### src/rtl/vga_pattern_pkg.sv
// Shared encodings, colours and helpers for the VGA test-pattern generator.
// Colours are packed {red[2:0], grn[2:0], blu[2:0]}.
package vga_pattern_pkg;

  localparam logic [1:0] MODE_BARS     = 2'd0;
  localparam logic [1:0] MODE_CHECKER  = 2'd1;
  localparam logic [1:0] MODE_GRADIENT = 2'd2;
  localparam logic [1:0] MODE_BOX      = 2'd3;

  localparam int BAR_WIDTH = 80;

  localparam logic [8:0] COL_WHITE  = 9'b111_111_111;
  localparam logic [8:0] COL_BLACK  = 9'b000_000_000;
  localparam logic [8:0] COL_BOX_BG = 9'b000_000_010;

  // Comparator chain instead of a divide by BAR_WIDTH
  function automatic logic [2:0] bar_index(input logic [9:0] h);
    logic [2:0] idx;
    idx = 3'd7;
    for (int k = 7; k >= 1; k--) begin
      if (h < 10'(BAR_WIDTH * k)) idx = 3'(k - 1);
    end
    return idx;
  endfunction

endpackage

### src/rtl/vga_bounce_axis.sv
// One axis of the bouncing box: position and direction, stepped once per tick.
// Position saturates at 0 and LIMIT, reversing direction there.
module vga_bounce_axis #(
  parameter logic [9:0] LIMIT = 10'd608,
  parameter logic [9:0] SPEED = 10'd2
) (
  input  logic       i_clk,
  input  logic       i_rst_n,
  input  logic       i_tick,
  output logic [9:0] o_pos
);

  logic [9:0]  r_pos;
  logic        r_dir_pos;
  logic [10:0] w_fwd;

  assign w_fwd = {1'b0, r_pos} + {1'b0, SPEED};
  assign o_pos = r_pos;

  always_ff @(posedge i_clk or negedge i_rst_n) begin
    if (!i_rst_n) begin
      r_pos     <= '0;
      r_dir_pos <= 1'b1;
    end else if (i_tick) begin
      if (r_dir_pos) begin
        if (w_fwd >= {1'b0, LIMIT}) begin
          r_pos     <= LIMIT;
          r_dir_pos <= 1'b0;
        end else begin
          r_pos <= w_fwd[9:0];
        end
      end else begin
        if (r_pos <= SPEED) begin
          r_pos     <= '0;
          r_dir_pos <= 1'b1;
        end else begin
          r_pos <= r_pos - SPEED;
        end
      end
    end
  end

endmodule

### src/rtl/vga_pattern_gen.sv
// Two-stage VGA test-pattern generator: stage 1 registers predicates,
// stage 2 picks the colour for the active mode and blanks invisible pixels.
module vga_pattern_gen
  import vga_pattern_pkg::*;
#(
  parameter int H_VISIBLE = 640,
  parameter int V_VISIBLE = 480,
  parameter int BOX_SIZE  = 32,
  parameter int BOX_SPEED = 2
) (
  input  logic       i_clk,
  input  logic       i_rst_n,
  input  logic       i_hsync,
  input  logic       i_vsync,
  input  logic       i_vblank,
  input  logic       i_visible,
  input  logic [9:0] i_hpos,
  input  logic [9:0] i_vpos,
  input  logic       i_next_mode,
  output logic       o_hsync,
  output logic       o_vsync,
  output logic [2:0] o_red,
  output logic [2:0] o_grn,
  output logic [2:0] o_blu,
  output logic [1:0] o_mode,
  output logic [7:0] o_frame
);

  logic       r_vblank_prev;
  logic       r_pending;
  logic [1:0] r_mode;
  logic [7:0] r_frame;
  logic       w_tick;
  logic       w_pend;
  logic [9:0] w_box_x;
  logic [9:0] w_box_y;
  logic       w_in_box;

  logic       r_s1_hsync, r_s1_vsync, r_s1_vis;
  logic [2:0] r_s1_bar, r_s1_hg, r_s1_vg;
  logic       r_s1_chk, r_s1_box;

  logic       r_hsync, r_vsync;
  logic [8:0] r_rgb;
  logic [8:0] w_col;
  logic [2:0] w_c;

  assign w_tick = i_vblank & ~r_vblank_prev;
  assign w_pend = r_pending | i_next_mode;

  always_ff @(posedge i_clk or negedge i_rst_n) begin
    if (!i_rst_n) begin
      r_vblank_prev <= 1'b0;
      r_pending     <= 1'b0;
      r_mode        <= MODE_BARS;
      r_frame       <= '0;
    end else begin
      r_vblank_prev <= i_vblank;
      r_pending     <= w_pend;
      if (w_tick) begin
        r_frame <= r_frame + 8'd1;
        if (w_pend) begin
          r_mode    <= r_mode + 2'd1;
          r_pending <= 1'b0;
        end
      end
    end
  end

  vga_bounce_axis #(
    .LIMIT (10'(H_VISIBLE - BOX_SIZE)),
    .SPEED (10'(BOX_SPEED))
  ) u_box_x (
    .i_clk   (i_clk),
    .i_rst_n (i_rst_n),
    .i_tick  (w_tick),
    .o_pos   (w_box_x)
  );

  vga_bounce_axis #(
    .LIMIT (10'(V_VISIBLE - BOX_SIZE)),
    .SPEED (10'(BOX_SPEED))
  ) u_box_y (
    .i_clk   (i_clk),
    .i_rst_n (i_rst_n),
    .i_tick  (w_tick),
    .o_pos   (w_box_y)
  );

  assign w_in_box =
    ({1'b0, i_hpos} >= {1'b0, w_box_x}) &&
    ({1'b0, i_hpos} <  {1'b0, w_box_x} + 11'(BOX_SIZE)) &&
    ({1'b0, i_vpos} >= {1'b0, w_box_y}) &&
    ({1'b0, i_vpos} <  {1'b0, w_box_y} + 11'(BOX_SIZE));

  always_ff @(posedge i_clk or negedge i_rst_n) begin
    if (!i_rst_n) begin
      r_s1_hsync <= 1'b0;
      r_s1_vsync <= 1'b0;
      r_s1_vis   <= 1'b0;
      r_s1_bar   <= '0;
      r_s1_chk   <= 1'b0;
      r_s1_hg    <= '0;
      r_s1_vg    <= '0;
      r_s1_box   <= 1'b0;
    end else begin
      r_s1_hsync <= i_hsync;
      r_s1_vsync <= i_vsync;
      r_s1_vis   <= i_visible;
      r_s1_bar   <= bar_index(i_hpos);
      // Checker scrolls horizontally by one pixel per frame
      r_s1_chk   <= (((i_hpos + {2'b0, r_frame}) & 10'h020) != 10'd0)
                    ^ i_vpos[5];
      r_s1_hg    <= i_hpos[8:6];
      r_s1_vg    <= i_vpos[8:6];
      r_s1_box   <= w_in_box;
    end
  end

  assign w_c = 3'd7 - r_s1_bar;

  always_comb begin
    w_col = COL_BLACK;
    unique case (r_mode)
      MODE_BARS:     w_col = {{3{w_c[2]}}, {3{w_c[1]}}, {3{w_c[0]}}};
      MODE_CHECKER:  w_col = r_s1_chk ? COL_WHITE : COL_BLACK;
      MODE_GRADIENT: w_col = {r_s1_hg, r_s1_vg, r_frame[7:5]};
      MODE_BOX:      w_col = r_s1_box ? COL_WHITE : COL_BOX_BG;
      default:       w_col = COL_BLACK;
    endcase
  end

  always_ff @(posedge i_clk or negedge i_rst_n) begin
    if (!i_rst_n) begin
      r_hsync <= 1'b0;
      r_vsync <= 1'b0;
      r_rgb   <= '0;
    end else begin
      r_hsync <= r_s1_hsync;
      r_vsync <= r_s1_vsync;
      r_rgb   <= r_s1_vis ? w_col : COL_BLACK;
    end
  end

  assign o_hsync = r_hsync;
  assign o_vsync = r_vsync;
  assign o_red   = r_rgb[8:6];
  assign o_grn   = r_rgb[5:3];
  assign o_blu   = r_rgb[2:0];
  assign o_mode  = r_mode;
  assign o_frame = r_frame;

endmodule

### config.mk
export PLATFORM = sky130hd
export DESIGN_NAME = vga_pattern_gen
export DESIGN_NICKNAME = d
export VERILOG_FILES = /design/src/rtl/vga_pattern_pkg.sv /design/src/rtl/vga_bounce_axis.sv /design/src/rtl/vga_pattern_gen.sv
export SDC_FILE = /design/constraint.sdc
export NUM_CORES = 1
export LEC_CHECK = 0
export ABC_AREA = 1
export ABC_CLOCK_PERIOD_IN_PS = 3100
export CORE_MARGIN = 1
export CORE_UTILIZATION = 63
export CTS_BUF_LIST = sky130_fd_sc_hd__clkbuf_2 sky130_fd_sc_hd__clkbuf_4 sky130_fd_sc_hd__clkbuf_8
export DETAILED_ROUTE_END_ITERATION = 16
export PLACE_DENSITY = 0.89
export SYNTH_ARGS = -nofsm -noshare
export SYNTH_HDL_FRONTEND = slang
export SYNTH_SLANG_ARGS = --single-unit
### constraint.sdc
create_clock -name i_clk -period 3.1 [get_ports i_clk]
set_input_delay 0.93 -clock i_clk [delete_from_list [all_inputs] [get_ports i_clk]]
set_output_delay 0.93 -clock i_clk [all_outputs]
set_load 0.005 [all_outputs]
### Yosys cells after proc, flatten, opt, wreduce, memory -nomap -nowiden

Index checks and enable logic that the tools add are counted.

* muxes and demuxes: 24
* reduce and logical (&&, ||, !) cells: 5
* equality and inequality tests: 3
* magnitude comparators: 15
* bitwise logic cells: 4
* add/subtract/negate cells: 10

Operators by type and width (number)
* two-way mux 10 bit: 6
* one-hot mux 9 bit (4 select lines): 1
* less-than comparator 10 x 9 -> 1 bit (second input constant): 3
* two-way mux 9 bit: 3
* adder 10 x 2 -> 11 bit (second input constant): 2
* adder 10 x 6 -> 11 bit (second input constant): 2
* less-than comparator 10 x 11 -> 1 bit: 2
* >= comparator 10 bit: 2
* less-or-equal comparator 10 x 2 -> 1 bit (second input constant): 2
* less-than comparator 10 x 8 -> 1 bit (second input constant): 2
* subtractor 10 x 2 -> 10 bit (second input constant): 2
* two-way mux 3 bit: 6
* >= comparator 11 x 10 -> 1 bit (second input constant): 1
* >= comparator 11 x 9 -> 1 bit (second input constant): 1
* less-than comparator 10 bit (second input constant): 1
* less-than comparator 10 x 7 -> 1 bit (second input constant): 1
* adder 8 x 1 -> 8 bit (second input constant): 1
* two-way mux 1 bit: 8
* adder 6 bit: 1
* equality test 2 bit (second input constant): 2
* logical AND 1 bit: 3
* subtractor 3 bit (first input constant): 1
* adder 2 x 1 -> 2 bit (second input constant): 1
* equality test 2 x 1 -> 1 bit (second input constant): 1
* 6 further kinds: 6

* bits in registers: 59
* output and inout port bits: 21
* input port bits: 27
* word-level logic and storage cells: 80

### Longest topological paths before layout

* depth in word-level cells: 8
* gate-level depth with buffers: 12
* mapped depth without buffers: 12

### By module

Synthesis repeated with hierarchy kept, for this count alone.

* cell total of the unflattened synthesis: 599
* area total of the unflattened synthesis: 4526.8 um^2

Modules (own cells, without submodules)
* vga_pattern_gen: cells each 311, instances 1, area an instance 2537.4 um^2
* vga_bounce_axis (u_box_x): cells each 145, instances 1, area an instance 1033.5 um^2
* vga_bounce_axis (u_box_y): cells each 143, instances 1, area an instance 955.9 um^2

### Least setup slack after synthesis

Ideal clock, no wire load.

* path type: input to register
* start point: in i_vpos[1]
* end point: reg r_s1_box
* buffers on the path: 0
* arrival: 1.810 ns
* setup slack: 1.165 ns
* stages on the path: 8
* cell sequence: ha_1 or2_2 nand3_1 o2111ai_1 nand2_1 inv_1 nand2_1 nor2_1

* longest elaborated chain between the ends: 3
* elaborated cells between the ends (all ways): 4

Ends and longest elaborated chain
* start, declared: line vga_pattern_gen.sv:18 `input logic [9:0] i_vpos,`
* >= comparator 10 bit: line vga_pattern_gen.sv:93 `({1'b0, i_vpos} >= {1'b0, w_box_y}) &&`
* logical AND 1 bit: line vga_pattern_gen.sv:92 `({1'b0, i_hpos} < {1'b0, w_box_x} + 11'(BOX_SIZE)) &&`
* logical AND 1 bit *: line vga_pattern_gen.sv:93
* via w_in_box: line vga_pattern_gen.sv:37 `logic w_in_box;`
* end signal, assigned: line vga_pattern_gen.sv:116 `r_s1_box <= w_in_box;`
* end, declared: line vga_pattern_gen.sv:41 `logic r_s1_chk, r_s1_box;`

The timed path passes the listed nets; every way through them passes the cells marked *.
A chain may end at the register's enable or synchronous reset.

### Worst setup path in the final report

* start point: in i_hpos[5]
* end point: reg r_s1_box

* longest elaborated chain between the ends: 4
* elaborated cells between the ends (all ways): 5

Ends and longest elaborated chain
* start, declared: line vga_pattern_gen.sv:17 `input logic [9:0] i_hpos,`
* less-than comparator 10 x 11 -> 1 bit or >= comparator 10 bit (tied branches): line vga_pattern_gen.sv:92, vga_pattern_gen.sv:91
* logical AND 1 bit *: line vga_pattern_gen.sv:91 `({1'b0, i_hpos} >= {1'b0, w_box_x}) &&`
* logical AND 1 bit *: line vga_pattern_gen.sv:92
* logical AND 1 bit *: line vga_pattern_gen.sv:93
* via w_in_box: line vga_pattern_gen.sv:37

Marks and branches as above.

==> results.txt <==
----------------------------------------------------
[Outcome]
  Outcome ... finished clean

[Placement]
  Number of buffer cells added on primary ports ... 46
  Post-Place Worst Slack ... between 0.4 and 0.5 ns
  Weighted congestion at the end of routability-driven global placement ... a little over 0.9
  Detailed placer's ending HPWL ... 7.268 mm
  Placement Cell Area ... 4668 sq um

[Final layout]
  Layout filler cell count ... between 400 and 500
  Share of post-route cells with drive strength above 1 ... 0.08581
  Summed area of non-filler cells in the final layout ... 4851 sq um
  Diode count ... 0
  Syn-to-layout area delta ... 16.74%
  Final Util ... 0.7639
  Layout Nets ... about 640

[Timing]
  Setup Skew ... roughly 0.011 ns
  Number of endpoints failing setup at the final stage ... 0
  Slew Viols, Final ... 0
  Setup repair after global routing missed its margin ... false
  Slew at the pin with the worst max-slew slack ... around 0.66 ns
  Slew headroom ... 0.5578
  Number of hold violations in the final report ... 0
  Min Clock Period, post-route ... 2.305 ns
  Highest achievable clock rate ... 433.7 MHz
  Accumulated negative setup slack ... 0 ns
  Ratio of final minimum period to clock period ... 0.7437
  Post-route worst hold slack ... around 0.36 ns
  Setup ws final ... between 0.7 and 0.8 ns

[Floorplan]
  Total die area ... 6925 sq um
  Height of the die ... roughly 83 um
  Placeable core area ... approximately 6300 sq um
  Row Count ... 29
  Number of placed I/O pins ... 48
  Die outline width ... 83.22 um
  Initial Utilization ... 0.6544

[GRT]
  Via count of the first global-routing pass ... approximately 3700
  Global-route congestion overflow total ... 0
  GR Util All Layers ... 0.2953
  Wire length of the first global-routing pass ... 16.44 mm
  Number of antenna violations at the first check in global routing ... 0
  Pin count of the biggest net entering global routing ... 28

[Clock network]
  Clk Latency, worst-skew pair ... roughly 0.33 ns
  Number of clock sinks ... 57
  H-tree depth reported by CTS ... 3
  Reg clk slew, reported paths ... 0.06 ns
  Number of buffers created by CTS ... 9
  Bufs on Longest Clock Path ... 2
  CTS tree ... yes
  Number of gates resized after CTS ... 0
  Clock root buffer ... clkbuf_8
  Cts hold-fix bufs ... 0
  Number of buffers inserted by post-CTS setup repair ... 0

[Worst setup path]
  Maximum net fanout on the critical path ... 7
  Most Frequent Cell on Critical Path ... nor2_1
  Critical setup path kind ... in -> reg
  CP max stage cell ... clkdlybuf4s50_1
  Ordered list of cells on the worst path ... clkdlybuf4s50_1 -> ha_1 -> nor2_1 -> o21ai_0 -> a21oi_1 -> nor2_1 -> o31ai_1 -> nor2_1
  Data arrival time of the worst path ... 2.52 ns
  Critical path capture point type ... flop
  CP required ... about 3.3 ns
  Delay of the slowest critical-path stage ... ~0.62 ns
  Launching element type of the critical path ... input pin

[Yosys]
  Synthesized netlist cell count ... about 520
  Yosys warning count ... 0
  Post-Synthesis Cell Area ... approximately 4200 sq um
  Synth Net Count ... around 590
  Register bit total from synthesis ... between 50 and 60
  Share of the yosys chip area belonging to registers ... 0.3439
  Top FF cell, synth ... dfrtp_1
  Avg Synthesized Cell Area ... around 8 sq um
  Synth unique cells ... 46
  EDFF count, synth ... 0
  Fraction of synthesis flops using an asynchronous set or reset pin ... 1.000

[Power]
  Power Dens Cells ... between 800 and 900 nW/um^2
  Worst ir drop on vdd ... between 0.0006 and 0.0007 V
  LEAKAGE ... 0.002388 uW

[Hold path]
  Type of the tightest min-delay check ... reg -> reg

[Routing]
  Post-route ant nets ... 0
  Via/cell ratio ... ~5.8
  Total routed wirelength ... between 9 and 10 mm
  Via count ... 3786
  Routed len/inst ... roughly 15 um
  Drt drc ... 0
  Count of routing violations after the opening detailed-route iteration ... 238
  Drt pass-1 iters ... 5

[Job]
  # Max-Cap Violations ... 0

----------------------------------------------------
worst paths after layout:
check / to / depth (start not counted) / slack, ns / startpoint
worst max-delay path: r_s1_box$_DFF_PN0_ / 8 / 0.79 / i_hpos[5]
worst min-delay path: o_hsync$_DFF_PN0_ / 0 / 0.36 / r_s1_hsync$_DFF_PN0_
worst max register to register: r_s1_box$_DFF_PN0_ / 9 / 0.94 / u_box_x.o_pos[5]$_DFFE_PN0P_
worst min register to register: o_hsync$_DFF_PN0_ / 0 / 0.36 / r_s1_hsync$_DFF_PN0_
max in group asynchronous: u_box_x.r_dir_pos$_DFFE_PN1P_ / 2 / 1.75 / i_rst_n
min in group asynchronous: u_box_x.o_pos[9]$_DFFE_PN0P_ / 1 / 0.63 / i_rst_n
final cells by class:
| type | count | area, sq um | area share |
|---|---|---|---|
| inverters | 57 | 214.0 | 0.04411 |
| flip-flops and latches | 57 | 1429 | 0.2946 |
| repair buffers | 50 | 485.5 | 0.1001 |
| well taps | 77 | 96.34 | 0.01986 |
| clock buffers | 10 | 137.6 | 0.02837 |
| multi-input cells | 393 | 2444 | 0.5037 |
| clock inverters | 4 | 45.04 | 0.009286 |
Yosys cell counts, types with 4 or more instances:
cell / number / share of area
nor2_4: 5 / 0.014
ha_1: 47 / 0.14
a21oi_1: 42 / 0.051
buf_2: 4 / 0.0048
xor2_1: 26 / 0.055
nor2_1: 47 / 0.042
xnor2_1: 4 / 0.0084
inv_2: 5 / 0.0045
o21ai_0: 21 / 0.025
nand3_1: 40 / 0.048
nor3_1: 5 / 0.0060
nand4_1: 14 / 0.021
dfrtp_1: 55 / 0.33
nand2_1: 100 / 0.090
inv_1: 52 / 0.047
logic make-up after synthesis:
logic type	Yosys count	share of synthesized area
simple gates	232	0.2656
compound gates	83	0.1138
fa+ha+maj	47	0.1415
flops	57	0.3439
xor+xnor	31	0.06715
buf+inv	68	0.06805
layout by cell type (no fill, tap or decap), types with 14 or more instances in the layout:
master / instances
nand4_1: 14
o21ai_0: 21
a21oi_1: 42
nor2_1: 47
nand2_1: 100
clkdlybuf4s50_1: 45
inv_1: 52
ha_1: 47
xor2_1: 26
nand3_1: 40
dfrtp_1: 55
through the flow:
stage          cells  power (uW)
2_1_floorplan    518        2577
3_3_place_gp     634        3095
3_5_place_dp     634        3196
4_1_cts          648        3881
5_1_grt          648        4228
6_report         648        3904
critical path, delay by kind of cell:
family,cells,cell delay (ns)
buffers and inverters,1,0.62
AOI/OAI and AO/OA,3,0.37
and+or+nand+nor,3,0.29
adders and majority gates,1,0.31
sequential cells by signal (all words and copies together), names as in the netlist:
name               flops
r_rgb                  9
u_box_x.o_pos          9
u_box_y.o_pos          9
o_frame                8
r_s1_bar               3
r_s1_hg                3
r_s1_vg                3
o_mode                 2
o_hsync                1
o_vsync                1
r_pending              1
r_s1_box               1
r_s1_chk               1
r_s1_hsync             1
r_s1_vis               1
r_s1_vsync             1
r_vblank_prev          1
u_box_x.r_dir_pos      1
u_box_y.r_dir_pos      1
power breakdown:
group          total [uW]  switching (uW)  internal (uW)
clock                 665             285            379
combinational        1940            1080            857
sequential           1300             323            975
total                3900            1690           2210
layer usage:
| metal | part of all wire | vias up | wire length, um | track usage |
|---|---|---|---|---|
| li1 | - | 1830 | - | - |
| met1 | 0.43 | 1772 | 4120 | 0.3718 |
| met2 | 0.48 | 156 | 4575 | 0.4888 |
| met3 | 0.061 | 28 | 590 | 0.04175 |
| met4 | 0.033 | 0 | 318 | 0.1630 |
| met5 | 0 | - | 0 | 0 |
Power figures use the tool's default switching activity.
